## src/rtl/game_timer.sv

```systemverilog
// game_timer: countdown/count-up game timer with prescaler and BCD seconds display
module game_timer #(
  parameter int CLK_DIV = 40_000_000,
  parameter int MAX_SECONDS = 999
) (
  input  logic       clk,
  input  logic       rst,
  input  logic       start,
  input  logic [9:0] timer_seconds,
  input  logic       freeze,
  input  logic       clear,
  output logic       timer_stop,
  output logic       running,
  output logic       tick,
  output logic [9:0] seconds_val,
  output logic [3:0] bcd_hund,
  output logic [3:0] bcd_tens,
  output logic [3:0] bcd_ones
);
  localparam int PW = CLK_DIV > 1 ? $clog2(CLK_DIV) : 1;
  localparam logic [PW-1:0] LAST = PW'(CLK_DIV - 1);
  localparam logic [9:0] MAX = 10'(MAX_SECONDS);

  typedef enum logic [2:0] {IDLE, RUN_DOWN, RUN_UP, FROZEN, EXPIRED} state_t;

  state_t state, state_n;
  logic [PW-1:0] presc, presc_n;
  logic [9:0] sec_n, load;
  logic [3:0] hund_n, tens_n, ones_n;
  logic [3:0] dec_h, dec_t, dec_o, inc_h, inc_t, inc_o;
  logic [11:0] load_bcd;
  logic tick_n, wrap;

  function automatic logic [11:0] to_bcd(input logic [9:0] b);
    logic [21:0] s;
    s = {12'b0, b};
    for (int i = 0; i < 10; i++) begin
      if (s[13:10] >= 4'd5) s[13:10] = s[13:10] + 4'd3;
      if (s[17:14] >= 4'd5) s[17:14] = s[17:14] + 4'd3;
      if (s[21:18] >= 4'd5) s[21:18] = s[21:18] + 4'd3;
      s = s << 1;
    end
    return s[21:10];
  endfunction

  assign load = timer_seconds > MAX ? MAX : timer_seconds;
  assign load_bcd = to_bcd(load);
  assign wrap = presc == LAST;

  assign dec_o = bcd_ones == 4'd0 ? 4'd9 : bcd_ones - 4'd1;
  assign dec_t = bcd_ones != 4'd0 ? bcd_tens : (bcd_tens == 4'd0 ? 4'd9 : bcd_tens - 4'd1);
  assign dec_h = (bcd_ones == 4'd0 && bcd_tens == 4'd0) ? bcd_hund - 4'd1 : bcd_hund;
  assign inc_o = bcd_ones == 4'd9 ? 4'd0 : bcd_ones + 4'd1;
  assign inc_t = bcd_ones != 4'd9 ? bcd_tens : (bcd_tens == 4'd9 ? 4'd0 : bcd_tens + 4'd1);
  assign inc_h = (bcd_ones == 4'd9 && bcd_tens == 4'd9) ? bcd_hund + 4'd1 : bcd_hund;

  assign timer_stop = state == EXPIRED;
  assign running = state == RUN_DOWN || state == RUN_UP;

  // next state, prescaler and seconds/BCD values; clear beats start beats freeze beats tick
  always_comb begin
    state_n = state;
    presc_n = presc;
    sec_n = seconds_val;
    hund_n = bcd_hund;
    tens_n = bcd_tens;
    ones_n = bcd_ones;
    tick_n = 1'b0;
    if (clear) begin
      state_n = IDLE;
      presc_n = '0;
      sec_n = '0;
      {hund_n, tens_n, ones_n} = '0;
    end else if (start) begin
      state_n = timer_seconds == 10'd0 ? RUN_UP : RUN_DOWN;
      presc_n = '0;
      sec_n = load;
      {hund_n, tens_n, ones_n} = load_bcd;
    end else if (running && freeze) begin
      state_n = FROZEN;
    end else if (state == RUN_DOWN) begin
      presc_n = wrap ? '0 : presc + 1'b1;
      if (wrap) begin
        sec_n = seconds_val - 10'd1;
        {hund_n, tens_n, ones_n} = {dec_h, dec_t, dec_o};
        tick_n = 1'b1;
        state_n = seconds_val == 10'd1 ? EXPIRED : RUN_DOWN;
      end
    end else if (state == RUN_UP) begin
      presc_n = wrap ? '0 : presc + 1'b1;
      if (wrap && seconds_val < MAX) begin
        sec_n = seconds_val + 10'd1;
        {hund_n, tens_n, ones_n} = {inc_h, inc_t, inc_o};
        tick_n = 1'b1;
      end
    end
  end

  // state and output registers
  always_ff @(posedge clk) begin
    if (rst) begin
      state <= IDLE;
      presc <= '0;
      seconds_val <= '0;
      bcd_hund <= '0;
      bcd_tens <= '0;
      bcd_ones <= '0;
      tick <= 1'b0;
    end else begin
      state <= state_n;
      presc <= presc_n;
      seconds_val <= sec_n;
      bcd_hund <= hund_n;
      bcd_tens <= tens_n;
      bcd_ones <= ones_n;
      tick <= tick_n;
    end
  end
endmodule

```

## config.mk

```make
export PLATFORM = sky130hd
export DESIGN_NAME = game_timer
export DESIGN_NICKNAME = d
export VERILOG_FILES = /design/src/rtl/game_timer.sv
export SDC_FILE = /design/constraint.sdc
export NUM_CORES = 1
export LEC_CHECK = 0
export CAP_MARGIN = 20
export CORE_MARGIN = 2
export CORE_UTILIZATION = 40
export CTS_CLUSTER_DIAMETER = 120
export DETAILED_ROUTE_END_ITERATION = 8
export DONT_BUFFER_PORTS = 1
export PLACE_DENSITY = 0.58
export SLEW_MARGIN = 0
export SYNTH_ARGS = -nofsm -noshare
export SYNTH_HDL_FRONTEND = slang
export SYNTH_SLANG_ARGS = --single-unit
```

## constraint.sdc

```tcl
create_clock -name clk -period 6.7 [get_ports clk]
set_clock_uncertainty 0.2 [all_clocks]
set_input_delay 0.67 -clock clk [delete_from_list [all_inputs] [get_ports clk]]
set_output_delay 0.67 -clock clk [all_outputs]
set_load 0.01 [all_outputs]
```

==> results of run 1 <==
-- registers in the layout, summed over array words and instances (netlist names) --
name and flops:
presc 26, seconds_val 10, bcd_hund 4, bcd_ones 4
bcd_tens 4, state 3, tick 1
-- cell families after synthesis --
kind of cell / after synthesis / share of synthesized area
flops: 52 / 0.210
fa+ha+maj: 23 / 0.0596
buf+inv: 60 / 0.0472
xor+xnor: 40 / 0.0773
compound gates: 195 / 0.277
simple gates: 288 / 0.294
mux: 14 / 0.0346
-- layout make-up --
type                       instances  area, um2
fill                            1217       6530
multi-input combinational        560       3810
sequential                        52       1040
tap                              168        210
timing repair buffer              27        203
clock buffer                       5        125
inverter                          26        100
clock inverter                     3       42.5
-- stage by stage --
| stage | utilization | instances | hold slack [ns] | power [uW] | setup WS (ns) |
|---|---|---|---|---|---|
| finish | 0.458 | 841 | 0.236 | 1480 | 0.396 |
| global route | 0.458 | 841 | 0.241 | 1590 | -0.00725 |
| CTS | 0.450 | 836 | 0.238 | 1410 | 0.130 |
| detailed placement | 0.436 | 828 | 0.288 | 1110 | -0.175 |
| global placement | 0.436 | 828 | 0.261 | 1100 | 0.113 |
| floorplan | - | 672 | 0.254 | 948 | 0.00658 |
-- routing by layer --
metal | up-vias | wire length, um
li1 | 2489 | -
met1 | 2388 | 6720
met2 | 131 | 6130
met3 | 16 | 742
met4 | 0 | 214
met5 | - | 0
-- final timing paths --
kind / depth (start not counted) / slack (ns) / end / start
hold reg to reg: 2 / 0.30 / presc[8]$_SDFFE_PP0P_ / presc[8]$_SDFFE_PP0P_
hold / removal: 1 / 0.24 / tick$_SDFF_PP0_ / start
setup / recovery: 35 / 0.40 / bcd_hund[2]$_SDFFE_PP0P_ / timer_seconds[8]
setup reg to reg: 10 / 2.68 / bcd_hund[2]$_SDFFE_PP0P_ / presc[16]$_SDFFE_PP0P_
-- worst max-delay path: cells and delay by family --
kind | cells | cell delay (ns)
XOR/XNOR | 2 | 0.29
AND/OR/NAND/NOR | 10 | 1.82
adder cells (fa/ha/maj) | 8 | 1.57
multiplexers | 1 | 0.10
AO/OA/AOI/OAI | 8 | 1.41
buffers and inverters | 6 | 0.42
-- Yosys cell counts (all sizes together), types with 4 or more instances --
cell	n	share of area
nor2	91	0.069
a21oi	57	0.059
dfxtp	52	0.21
nand2	45	0.036
o21ai	38	0.038
nand3	31	0.032
clkbuf	28	0.021
xor2	25	0.044
inv	24	0.018
nor3	24	0.025
ha	22	0.056
a211oi	20	0.033
nand4	15	0.019
or3	15	0.019
xnor2	14	0.029
and3	11	0.014
or2	11	0.014
nand2b	10	0.013
nor4	10	0.013
a21o	9	0.014
mux2i	9	0.023
o211ai	8	0.012
a31oi	7	0.0088
buf	6	0.0061
mux2	5	0.011
o31ai	5	0.011
a21boi	4	0.0061
and4	4	0.0071
nor2b	4	0.0051
-- repair_timing --
| item | in CTS | in global routing |
|---|---|---|
| endpoints found under the hold margin | 0 | 0 |
| resized for setup | 0 | 12 |
| setup buffers | 0 | 5 |
| endpoints found under the setup margin | 0 | 9 |
-- power groups by stage --
| stage | Combinational, uW | Sequential, uW | Clock, uW |
|---|---|---|---|
| 2_1_floorplan | 606 | 342 | 0 |
| 3_3_place_gp | 739 | 356 | 0 |
| 3_5_place_dp | 755 | 356 | 0 |
| 4_1_cts | 758 | 349 | 302 |
| 5_1_grt | 921 | 352 | 314 |
| 6_report | 829 | 349 | 300 |
==> results.py, run 1 <==
metrics = {
    "cts": {
        "cts_tree": "done",
        "cts.sinks": 52,
        "htree_levels": 2,
        "cts_made_buffers": 5,
        "path_clk_slew_ns": 0.07,
        "cts_buffer_depth": 2,
        "postCtsHoldBufs": 0,
        "cts-root-buf": "clkbuf_16",
        "clock_latency_ns": 0.30,
    },
    "global_route": {
        "antenna_found_initial": 0,
        "top_usage_layer": "met2",
        "use_met2": 0.320,
        "groute.usage.overall": 0.210,
        "grt_pass1_vias": 4495,
        "use_met3": 0.0401,
        "grt.overflow.total": 0,
        "grt_max_degree": 39,
        "grt_pass1_wl_um": 22800,
        "use_met1": 0.307,
    },
    "power": {
        "power.switching_uw": 600,
        "p_int_uw": 877,
        "p_clk_frac": 0.203,
        "ir_drop_mv": 0.0986,
        "power.density_nw_per_um2": 267,
        "pwr-share-seq": 0.236,
        "combPwrFrac": 0.561,
        "leakage_uw": 0.00194,
        "switching_share": 0.406,
    },
    "detailed_routing": {
        "avgRoutedWirePerCell_um": 16.4,
        "drc": 0,
        "wl_um": 13800,
        "drt_iter0_drc": 440,
        "postRouteAntennaNets": 0,
        "via_count": 5024,
        "vias_per_cell": 5.97,
        "dr.pass1.iters": 5,
    },
    "sta": {
        "max-slew-margin-rel": 0.322,
        "fmax_mhz": 159,
        "slew_viol_final": 0,
        "tns_ns": 0,
        "worst_pin_slew_ns": 1.01,
        "hold_viol": 0,
        "period_share": 0.941,
        "finalSetupViolCount": 0,
        "post-route-min-period_ns": 6.30,
    },
    "setup_path": {
        "crit_slowest_cell": "or4_1",
        "cp-end-kind": "register",
        "critPathKind": "in -> reg",
        "crit_path_start_kind": "primary input",
        "cp.required_ns": 6.67,
        "crit_fanout": 7,
        "max_stage_delay_ns": 0.40,
        "worst_path_most_repeated_cell": "inv_1",
        "crit_arrival_ns": 6.28,
    },
    "yosys": {
        "synthArstFlopShare": 0,
        "syn_avg_cell_area_um2": 7.37,
        "syn-num-nets": 710,
        "synthCells": 672,
        "ys_ff_latch": 52,
        "synth_area_um2": 4950,
        "synth_seq_area_share": 0.210,
        "synth_ff_type": "dfxtp_1",
        "yosysWarnings": 0,
        "yosys.cell_types.count": 89,
        "synth-edff-count": 0,
    },
    "finish": {
        "final_cell_mix": "nor2_1 (91), a21oi_1 (54), dfxtp_1 (52)",
        "final_common_cell": "nor2_1",
        "drive_above_1_share": 0.135,
        "syn_to_final_growth_pct": 11.6,
        "insertedDiodeCount": 0,
        "finish.instance_area_um2": 5530,
        "nets": 710,
    },
    "place": {
        "place_hpwl_um": 10400,
        "gp_congestion": 0.932,
        "portBuffers": 0,
        "post_dp_cell_area_um2": 5260,
    },
    "die": {
        "die_w_um": 115,
        "die-area_um2": 13300,
        "std_cell_rows": 40,
        "num_io_pins": 40,
        "initial_core_util": 0.411,
        "die_h_um": 115,
        "core_um2": 12100,
    },
    "status": {
        "status": "completed",
    },
    "worst_hold_path": {
        "holdCritPathClass": "in -> reg",
    },
    "flow_run": {
        "cap_violations": 0,
    },
}
Power figures use the tool's default switching activity.
==> inputs of run 2 (changes only) <==
PLACE_DENSITY = 0.55   (was 0.58)
==> run 2 against run 1 <==
Effect of this change:
- combinational power is 2% lower
- count of clock-buffer cells in the layout is 1 higher
- clock power is 8.0% lower
- via count is 0.82% lower
- sequential cell count stayed put
- critical path type unchanged
- power is 2.6% lower
- first-iteration DRC count is 17% higher
- maximum frequency is 0.38% higher
- sequential share of layout area is 0.19 points higher
==> results.py, run 2 (synthesized netlist as in run 1, its figures left out) <==
metrics = {
    "status": {
        "status": "completed",
    },
    "global_route": {
        "groute.usage.overall": 0.216,
        "grt_pass1_wl_um": 23300,
        "grt.overflow.total": 0,
        "antenna_found_initial": 0,
        "grt_max_degree": 39,
        "grt_pass1_vias": 4507,
    },
    "die": {
        "die_w_um": 115,
        "std_cell_rows": 40,
        "num_io_pins": 40,
        "die-area_um2": 13300,
        "die_h_um": 115,
        "core_um2": 12100,
        "initial_core_util": 0.411,
    },
    "cts": {
        "htree_levels": 2,
        "cts-root-buf": "clkbuf_16",
        "path_clk_slew_ns": 0.07,
        "cts_tree": "done",
        "cts_made_buffers": 5,
        "postCtsHoldBufs": 0,
        "clock_latency_ns": 0.30,
        "cts_buffer_depth": 2,
        "cts.sinks": 52,
    },
    "setup_path": {
        "crit_fanout": 7,
        "r2r_slack_ns": 2.63,
        "crit_arrival_ns": 6.25,
        "worst_path_most_repeated_cell": "ha_1",
        "crit_path_start_kind": "primary input",
        "cp-end-kind": "register",
        "path_delay_family": "simple AND/OR/NAND/NOR gates",
        "max_stage_delay_ns": 0.40,
        "crit_slowest_cell": "or4_1",
        "critPathBufInv": 6,
        "cp.required_ns": 6.67,
        "critPathKind": "in -> reg",
    },
    "power": {
        "power.density_nw_per_um2": 263,
        "power.total_uw": 1440,
        "leakage_uw": 0.00191,
        "ir_drop_mv": 0.132,
    },
    "detailed_routing": {
        "dr.pass1.iters": 5,
        "drt_iter0_drc": 514,
        "postRouteAntennaNets": 0,
        "vias_per_cell": 5.95,
        "wl_um": 14200,
        "drc": 0,
        "via_count": 4983,
        "avgRoutedWirePerCell_um": 16.9,
    },
    "sta": {
        "grt_setup_unrepaired": "no",
        "max-slew-margin-rel": 0.316,
        "fmax_mhz": 159,
        "setup_ws_ns": 0.420,
        "post-route-min-period_ns": 6.28,
        "slew_viol_final": 0,
        "hold_viol": 0,
        "whs_ns": 0.260,
        "worst_pin_slew_ns": 1.02,
        "finalSetupViolCount": 0,
        "period_share": 0.937,
    },
    "finish": {
        "insertedDiodeCount": 0,
        "fillers": 1224,
        "post-route-util": 0.454,
        "nets": 706,
        "instances_no_fill": 837,
        "largest_reg_flops": 26,
        "final_cell_mix": "nor2_1 (91), a21oi_1 (55), dfxtp_1 (52)",
        "top_register": "presc",
        "final_common_cell": "nor2_1",
        "top_regs": "presc: 26 flops, seconds_val: 10 flops",
        "drive_above_1_share": 0.126,
        "syn_to_final_growth_pct": 10.5,
    },
    "place": {
        "portBuffers": 0,
        "place_ws_ns": -0.128,
        "numPlacedInstances": 827,
        "place_hpwl_um": 10700,
        "gp_congestion": 0.930,
    },
    "flow_run": {
        "cap_violations": 0,
    },
    "worst_hold_path": {
        "holdCritPathClass": "in -> reg",
    },
}
==> run 2: cell count changes in the layout (fill, tap and decap cells not counted), sizes merged <==
cell / change
clkbuf: +1
buf: -4
bufinv: -1
clkinvlp: +1
clkinv: -1
==> run 2: layer usage <==
metal	vias up	GRT usage	wire length, um
li1	2480	-	-
met1	2339	0.326	7050
met2	157	0.325	6230
met3	7	0.0422	851
met4	0	0.0305	50
met5	-	0	0
==> run 2: through the flow <==
stage	TNS, ns	area (um2)
final	0	5480
after global routing	0	5480
after CTS	0	5400
after detailed placement	-0.178	5250
after global placement	0	5250
after floorplan	0	5020
==> run 2: layout make-up <==
class / count / area (um2) / share of cell area
Multi-Input combinational cell: 560 / 3800 / 0.694
Sequential cell: 52 / 1040 / 0.190
Tap cell: 168 / 210 / 0.0384
Timing Repair Buffer: 23 / 173 / 0.0315
Clock buffer: 6 / 139 / 0.0254
Inverter: 26 / 100 / 0.0183
Clock inverter: 2 / 15.0 / 0.00274
==> run 2: worst register-to-register path, stage by stage, from the launching register on <==
cell and delay [ns]:
dfxtp_1 0.34, or4b_2 0.66, nor4_1 0.33, nand4_1 0.21, or4_1 0.80, nor4_1 0.43, nor2_1 0.21, nor2_1 0.35
inv_1 0.15, a311oi_2 0.20, nor3_1 0.06
==> run 2: path summary, 6_finish.rpt <==
| kind | start | to | depth (start not counted) |
|---|---|---|---|
| worst min-delay path | start | bcd_tens[3]$_SDFFE_PP0P_ | 1 |
| worst min register to register | presc[8]$_SDFFE_PP0P_ | presc[8]$_SDFFE_PP0P_ | 2 |
| worst max-delay path | timer_seconds[8] | bcd_hund[2]$_SDFFE_PP0P_ | 35 |
| worst max register to register | presc[16]$_SDFFE_PP0P_ | bcd_hund[2]$_SDFFE_PP0P_ | 10 |
==> run 2: repair_timing <==
action,4_1_cts,5_1_grt
endpoints found under the hold margin,0,0
endpoints found under the setup margin,0,7
resized for setup,0,9
buffers inserted,0,2
==> run 2: power by group <==
group	internal [uW]	total (uW)	switching, uW	leakage, uW
sequential	320	350	30.0	0.000421
combinational	367	813	446	0.00142
clock	149	276	126	0.0000691
total	836	1440	602	0.00191
==> inputs of run 3 (changes only) <==
PLACE_DENSITY = 0.66   (was 0.55)
==> run 3 against run 2 <==
Effect of this change:
- non-clock buffer count decreased by 1
- via count grew 0.58%
- die area did not move
- largest cell class unchanged
- largest power group unchanged
- highest routed layer unchanged
==> results.py, run 3 (synthesized netlist as in run 1, its figures left out) <==
metrics = {
    "status": {
        "status": "completed",
    },
    "die": {
        "die_h_um": 115,
        "initial_core_util": 0.411,
        "die-area_um2": 13300,
        "core_um2": 12100,
        "std_cell_rows": 40,
        "die_w_um": 115,
        "num_io_pins": 40,
    },
    "setup_path": {
        "cp-startpoint": "timer_seconds[8]",
        "crit_fanout": 7,
        "critPathKind": "in -> reg",
        "crit_arrival_ns": 6.29,
        "crit_slowest_cell": "or4_1",
        "cp-end-kind": "register",
        "cp.required_ns": 6.66,
        "max_stage_delay_ns": 0.39,
        "r2r_start": "presc[19]$_SDFFE_PP0P_",
        "crit_path_start_kind": "primary input",
        "r2r_slack_ns": 2.66,
    },
    "detailed_routing": {
        "postRouteAntennaNets": 0,
        "drc": 0,
        "avgRoutedWirePerCell_um": 15.9,
        "via_count": 5012,
        "dr.pass1.iters": 5,
        "wl_um": 13300,
        "vias_per_cell": 6.00,
        "drt_iter0_drc": 396,
    },
    "finish": {
        "register_area_um2": 1040,
        "largest_reg_flops": 26,
        "multi_input_area_um2": 3800,
        "drive_above_1_share": 0.129,
        "top_regs": "presc: 26 flops, seconds_val: 10 flops",
        "fillers": 1202,
        "final_cell_mix": "nor2_1 (91), a21oi_1 (55), dfxtp_1 (52)",
        "syn_to_final_growth_pct": 10.4,
        "nets": 705,
        "final_common_cell": "nor2_1",
        "insertedDiodeCount": 0,
        "top_register": "presc",
    },
    "global_route": {
        "antenna_found_initial": 0,
        "grt_pass1_vias": 4583,
        "grt_pass1_wl_um": 22100,
        "groute.usage.overall": 0.201,
        "grt.overflow.total": 0,
        "grt_max_degree": 39,
    },
    "cts": {
        "cts-root-buf": "clkbuf_16",
        "cts.sinks": 52,
        "path_clk_slew_ns": 0.07,
        "htree_levels": 2,
        "cts_tree": "done",
        "clock_latency_ns": 0.29,
        "cts_made_buffers": 5,
        "cts_buffer_depth": 2,
    },
    "power": {
        "power.total_uw": 1420,
        "power.density_nw_per_um2": 260,
        "ir_drop_mv": 0.123,
        "leakage_uw": 0.00190,
    },
    "sta": {
        "grt_setup_unrepaired": "yes",
        "worst_pin_slew_ns": 0.916,
        "post-route-min-period_ns": 6.33,
        "whs_ns": 0.271,
        "period_share": 0.945,
        "fmax_mhz": 158,
        "max-slew-margin-rel": 0.388,
        "finalSetupViolCount": 0,
        "setup_ws_ns": 0.369,
        "slew_viol_final": 0,
        "hold_viol": 0,
    },
    "place": {
        "gp_congestion": 0.961,
        "place_hpwl_um": 10100,
        "place_ws_ns": -0.181,
        "portBuffers": 0,
    },
    "worst_hold_path": {
        "hp-start": "start",
        "holdCritPathClass": "in -> reg",
    },
    "flow_run": {
        "cap_violations": 0,
    },
}
run 3: worst max-delay path, delay by kind of cell:
kind                       cells  cell delay, ns
AOI/OAI and AO/OA              8            1.32
xor gates and xnor gates       2            0.32
adders and majority gates      8            1.62
buffers and inverters          6            0.44
muxes                          1            0.10
and+or+nand+nor               10            1.83
run 3: final timing paths:
kind                               to  depth (start not counted)
max          bcd_hund[2]$_SDFFE_PP0P_                         35
min          bcd_hund[0]$_SDFFE_PP0P_                          1
max reg2reg  bcd_hund[2]$_SDFFE_PP0P_                         10
min reg2reg     presc[8]$_SDFFE_PP0P_                          2
run 3: power breakdown:
group          total, uW  leakage (uW)  switching, uW  internal, uW
Combinational        812       0.00141            444           368
Clock                260     0.0000702            120           139
Sequential           349      0.000421           29.3           320
run 3: final cells by class:
class / instances / share of cell area
clock buffer: 5 / 0.0229
clock inverter: 3 / 0.00389
inverter: 26 / 0.0190
multi-input combinational: 560 / 0.695
sequential: 52 / 0.190
tap: 168 / 0.0384
timing repair buffer: 22 / 0.0302
run 3: through the flow:
step / cell area [um2] / setup TNS [ns] / utilization / cells
floorplan: 5020 / 0 / - / 672
global placement: 5230 / 0 / 0.434 / 825
detailed placement: 5230 / -0.494 / 0.434 / 825
CTS: 5380 / 0 / 0.446 / 833
global route: 5470 / -0.00129 / 0.454 / 836
finish: 5470 / 0 / 0.454 / 836
run 3: repair_timing:
item | CTS | global route
gates resized for setup | 0 | 13
hold endpoints to repair | 0 | 0
setup buffers | 0 | 3
hold buffers | 0 | 0
endpoints found under the setup margin | 0 | 10
run 3: layer usage:
layer / wire length, um / GRT usage / vias up
li1: - / - / 2485
met1: 6220 / 0.277 / 2340
met2: 5950 / 0.315 / 166
met3: 881 / 0.0459 / 21
met4: 274 / 0.0554 / 0
met5: 0 / 0 / -
